--- config.mk ---
export PLATFORM = sky130hd
export DESIGN_NAME = ram_arbiter
export DESIGN_NICKNAME = d
export VERILOG_FILES = /design/src/rtl/ram_arbiter.sv
export SDC_FILE = /design/constraint.sdc
export NUM_CORES = 1
export LEC_CHECK = 0
export CORE_AREA = 2 2 168 170
export CTS_CLUSTER_DIAMETER = 50
export CTS_CLUSTER_SIZE = 40
export DETAILED_ROUTE_END_ITERATION = 16
export DIE_AREA = 0 0 170 172
export GPL_TIMING_DRIVEN = 0
export HOLD_SLACK_MARGIN = 0.15
export PLACE_DENSITY = 0.62
export SYNTH_ARGS = -nofsm -noshare
export SYNTH_HDL_FRONTEND = slang
export SYNTH_SLANG_ARGS = --single-unit
--- constraint.sdc ---
create_clock -name clk -period 4.9 [get_ports clk]
set_input_delay 0.49 -clock clk [delete_from_list [all_inputs] [get_ports clk]]
set_output_delay 0.49 -clock clk [all_outputs]
set_load 0.005 [all_outputs]
--- src/rtl/ram_arbiter.sv ---
// Two-requester arbiter in front of a simple dual-port RAM with a 1-cycle registered read.
// Round-robin with a bounded burst; at most one RAM access is granted per cycle.
//
// state      | meaning
// owner      | requester that won the most recent grant
// burst_cnt  | consecutive grants to owner, 0 after an idle cycle, saturates at MAX_BURST
// rsp_pend   | read accepted last cycle per requester; RAM data is valid now
module ram_arbiter #(
    parameter int WIDTH     = 64,
    parameter int SIZE      = 512,
    parameter int MAX_BURST = 4,
    localparam int ABITS    = $clog2(SIZE)
) (
    input  logic             clk,
    input  logic             rst_n,

    input  logic             req0_valid,
    output logic             req0_ready,
    input  logic             req0_we,
    input  logic [ABITS-1:0] req0_addr,
    input  logic [WIDTH-1:0] req0_wdata,
    output logic             rsp0_valid,
    output logic [WIDTH-1:0] rsp0_data,

    input  logic             req1_valid,
    output logic             req1_ready,
    input  logic             req1_we,
    input  logic [ABITS-1:0] req1_addr,
    input  logic [WIDTH-1:0] req1_wdata,
    output logic             rsp1_valid,
    output logic [WIDTH-1:0] rsp1_data,

    output logic             ram_rden,
    output logic [ABITS-1:0] ram_rdaddr,
    input  logic [WIDTH-1:0] ram_rddata,
    output logic             ram_wren,
    output logic [ABITS-1:0] ram_wraddr,
    output logic [WIDTH-1:0] ram_wrdata
);

    localparam int            BW   = $clog2(MAX_BURST + 1);
    localparam logic [BW-1:0] BMAX = BW'(MAX_BURST);

    logic             owner;
    logic [BW-1:0]    burst_cnt;
    logic [1:0]       rsp_pend;
    logic [WIDTH-1:0] hold0;
    logic [WIDTH-1:0] hold1;

    logic             pick1;
    logic             gnt0;
    logic             gnt1;
    logic             gnt_any;
    logic             gnt_we;
    logic [ABITS-1:0] gnt_addr;

    // Under contention the owner keeps the RAM until its burst is spent.
    always_comb begin
        pick1    = (burst_cnt < BMAX) ? owner : ~owner;
        gnt0     = req0_valid & (~req1_valid | ~pick1);
        gnt1     = req1_valid & (~req0_valid | pick1);
        gnt_any  = gnt0 | gnt1;
        gnt_we   = gnt1 ? req1_we   : req0_we;
        gnt_addr = gnt1 ? req1_addr : req0_addr;
    end

    assign req0_ready = gnt0;
    assign req1_ready = gnt1;

    assign ram_wren   = gnt_any & gnt_we;
    assign ram_rden   = gnt_any & ~gnt_we;
    assign ram_wraddr = gnt_addr;
    assign ram_rdaddr = gnt_addr;
    assign ram_wrdata = gnt1 ? req1_wdata : req0_wdata;

    always_ff @(posedge clk or negedge rst_n) begin
        if (!rst_n) begin
            owner     <= 1'b0;
            burst_cnt <= '0;
            rsp_pend  <= '0;
            hold0     <= '0;
            hold1     <= '0;
        end else begin
            if (gnt_any) begin
                if (gnt1 == owner) begin
                    if (burst_cnt != BMAX) begin
                        burst_cnt <= burst_cnt + 1'b1;
                    end
                end else begin
                    owner     <= gnt1;
                    burst_cnt <= BW'(1);
                end
            end else begin
                burst_cnt <= '0;
            end
            rsp_pend <= {gnt1 & ~req1_we, gnt0 & ~req0_we};
            if (rsp_pend[0]) begin
                hold0 <= ram_rddata;
            end
            if (rsp_pend[1]) begin
                hold1 <= ram_rddata;
            end
        end
    end

    // Read data passes straight through; the hold registers keep it stable between responses.
    assign rsp0_valid = rsp_pend[0];
    assign rsp1_valid = rsp_pend[1];
    assign rsp0_data  = rsp_pend[0] ? ram_rddata : hold0;
    assign rsp1_data  = rsp_pend[1] ? ram_rddata : hold1;

endmodule

==> results.rst <==
.. list-table::
   :header-rows: 1

   * - Metric
     - Value
   * - Minimum hold slack
     - 444.7 ps
   * - Avg WL per Cell
     - 20.34 µm
   * - DRT Wirelength
     - 24760 µm
   * - Ranking of synthesized cells by area
     - sky130_fd_sc_hd__dfrtp_1 55%, sky130_fd_sc_hd__mux2_2 37%, sky130_fd_sc_hd__buf_4 1.4%, sky130_fd_sc_hd__buf_2 1.3%, sky130_fd_sc_hd__buf_6 0.93%
   * - Maximum buffer depth of the clock tree
     - 2
   * - Cell-internal power
     - 4008 µW
   * - Grt ovf
     - 0
   * - Die area
     - 0.02924 mm²
   * - Number of distinct library cell variants in the gate-level netlist after synthesis
     - 25
   * - Global-route wire length before repair
     - 34360 µm
   * - Maximum fanout along the worst path
     - 10
   * - Most used cells in the layout excluding fill and tap cells
     - 429 x sky130_fd_sc_hd__clkdlybuf4s50_1, 201 x sky130_fd_sc_hd__mux2_2, 134 x sky130_fd_sc_hd__dfrtp_1
   * - Top cell type's share of synthesized area
     - 0.5522
   * - Final number of hold-violating endpoints
     - 0
   * - Signed area change from the synthesized netlist to the final layout
     - 89.68%
   * - FF-to-FF path depth
     - 3
   * - I/O Pins
     - 432
   * - Per-instance average area after synthesis
     - 14.99 µm²
   * - First-pass DRT Iterations
     - 4
   * - Static leakage power
     - 0.004627 µW
   * - Placement Rows
     - 61
   * - Net switching power figure
     - 1485 µW
   * - Power, Total
     - 5494 µW
   * - Setup clock skew after layout
     - 9.955 ps
   * - Hold/Removal Path Class
     - input port to register
   * - Maximum clock frequency
     - 0.3210 GHz
   * - Core area
     - 0.02748 mm²
   * - Commonest non-fill, non-tap cell in the layout
     - sky130_fd_sc_hd__clkdlybuf4s50_1
   * - Worst-path clk slew
     - 60 ps
   * - Final critical path time including I/O delays and setup
     - 3115 ps
   * - Fin crit share
     - 0.6358
   * - Syn_nets
     - 623
   * - PD cells
     - 477.0 mW/mm²
   * - RSZ-0062 raised after global routing
     - no
   * - Final setup fails
     - 0
   * - Type of origin of the critical path
     - register
   * - Post-synthesis register bit count
     - 134
   * - # resized after CTS
     - 0
   * - CTS Hold Buffers Added
     - 1
   * - Initial core utilization
     - 0.2210
   * - Post-route design area
     - 0.01152 mm²
   * - Number of nets with antenna violations after detailed routing
     - 0
   * - Part of the total power dissipated in the clock network
     - 0.264
   * - Total CTS buffers
     - 17
   * - Max-cap violations
     - 0
   * - Cell depth of the worst hold path
     - 3
   * - Number of clock sinks seen by CTS
     - 134
   * - Largest net degree at the start of global routing
     - 89
   * - Number of design rule violations left after detail routing
     - 0
   * - Worst EP arrival
     - 2630 ps
   * - Comb power frac
     - 0.442
   * - Kind of end point of the critical path
     - primary output
   * - Seq pwr share
     - 0.294
   * - Synthesis warning total
     - 0
   * - Final number of max-transition violations
     - 0
   * - Setup repair bufs after CTS
     - 0
   * - Crit Reg-Reg Endpoint
     - hold0[15]
   * - Post-synthesis cell type with the largest combined area
     - sky130_fd_sc_hd__dfrtp_1
   * - Buffer cell driving the clock tree root
     - sky130_fd_sc_hd__clkbuf_16
   * - Startpoint of the worst-slack reg-to-reg timing path
     - rsp_pend[0]
   * - Vias in the first global route
     - 5459
   * - Total of buffers placed on input and output ports
     - 430
   * - Seq/Total Area, Yosys
     - 0.5522
   * - Worst Path Required
     - 4410 ps
   * - Insertion delay to the later sink of the worst-skew pair
     - 410 ps
   * - Via total after detailed routing
     - 5127
   * - Top FF cell, synth
     - sky130_fd_sc_hd__dfrtp_1
   * - Initial drt markers
     - 181
   * - Detailed-route vias per instance
     - 4.213
   * - Net count, final
     - 1074
   * - Beginning of the worst hold path
     - req0_valid
   * - Measured slew at the worst slew-check pin
     - 686.4 ps
   * - Post-synth EDFFs
     - 0
   * - Mapped cell area
     - 0.006072 mm²
   * - Status
     - completed
   * - Normalized max-slew margin
     - 0.5424
   * - Instance count of the mapped netlist
     - 405
   * - Setup Total Neg Slack
     - 0 ps
   * - Number of antenna violations at the first check in global routing
     - 2
   * - TritonCTS clock tree
     - done
   * - Reg-to-reg setup timing slack
     - 3030 ps
   * - Worst ir drop on vdd
     - 184.3 µV
   * - Area after detailed placement
     - 0.01084 mm²
   * - GRT Util Overall
     - 0.1628
   * - Asr flop ratio synth
     - 1.000
   * - End-of-flow core utilization
     - 0.4192
   * - Routability-driven placement congestion ratio
     - 0.8227
   * - Category of the most critical setup path
     - register to primary output
   * - Switching part of the total
     - 0.2704
   * - Endpoint of the worst hold path
     - burst_cnt[0]
   * - Maximum level of the CTS H-tree
     - 4
   * - Die boundary height
     - 172 µm
   * - Hpwl dp
     - 19820 µm
   * - Share of final-layout standard cells stronger than drive strength 1
     - 0.3096
   * - Die width
     - 170 µm
==> critical path: stages, from the launching register on <==
cell                              delay (ps)
sky130_fd_sc_hd__dfrtp_1                 360
sky130_fd_sc_hd__buf_4                   170
sky130_fd_sc_hd__xor2_1                  170
sky130_fd_sc_hd__o21ai_2                 190
sky130_fd_sc_hd__buf_6                   200
sky130_fd_sc_hd__buf_6                   180
sky130_fd_sc_hd__mux2_2                  340
sky130_fd_sc_hd__clkdlybuf4s50_1         580
==> sequential cells by signal, indices dropped and copies added (netlist names) <==
register	cells
hold1	64
rsp_pend	2
burst_cnt	3
owner	1
hold0	64
==> per-stage QoR <==
step	setup WS, ps	cells
after CTS	1613	1215
after detailed placement	1843	1182
after global routing	1523	1217
after global placement	-2308	1181
final	1785	1217
after floorplan	2811	405
==> power by group through the flow <==
stage	clock network (µW)	logic (µW)	registers, µW
global placement	0	2450	1630
detailed placement	0	2450	1640
global route	1540	2610	1660
CTS	1490	2470	1620
finish	1450	2430	1620
floorplan	0	950	1610
==> logic make-up after synthesis <==
group / share of synthesized area
AO/OA/AOI/OAI: 0.01649
multiplexers: 0.3761
buffers and inverters: 0.04224
flip-flops: 0.5522
adder cells (fa/ha/maj): 0.004121
XOR/XNOR: 0.002885
AND/OR/NAND/NOR: 0.005977
==> cell type report <==
type | instances | area [µm²]
Antenna cell | 2 | 5.005
Buffer | 34 | 226.5
Clock buffer | 17 | 425.4
Clock inverter | 15 | 239.0
Fill cell | 2577 | 15960
Inverter | 8 | 30.03
Multi-Input combinational cell | 229 | 2462
Sequential cell | 134 | 3353
Tap cell | 346 | 432.9
Timing Repair Buffer | 432 | 4343
==> routing by layer <==
metal,global-route usage,share of wire
met2,0.2997,0.52
met3,0.07187,0.10
met1,0.1616,0.35
met5,0,0
met4,0.06169,0.028
==> cell usage after synthesis, types with 3 or more instances <==
master,n
sky130_fd_sc_hd__mux2_2,201
sky130_fd_sc_hd__buf_4,11
sky130_fd_sc_hd__o22ai_1,3
sky130_fd_sc_hd__o21ai_0,4
sky130_fd_sc_hd__buf_2,16
sky130_fd_sc_hd__inv_1,7
sky130_fd_sc_hd__dfrtp_1,134
sky130_fd_sc_hd__buf_6,5
==> worst max path at each step <==
stage | from | end | slack (ps) | cells after the start
floorplan | req0_valid | ram_wraddr[4] | 2810 | 6
global placement | rst_n | hold0[58] | -2310 | 1
detailed placement | req1_valid | ram_wrdata[58] | 1840 | 6
CTS | rsp_pend[0] | rsp0_data[15] | 1610 | 4
global route | rsp_pend[0] | rsp0_data[20] | 1520 | 4
finish | burst_cnt[2] | ram_wrdata[58] | 1780 | 7
Power figures use the tool's default switching activity.
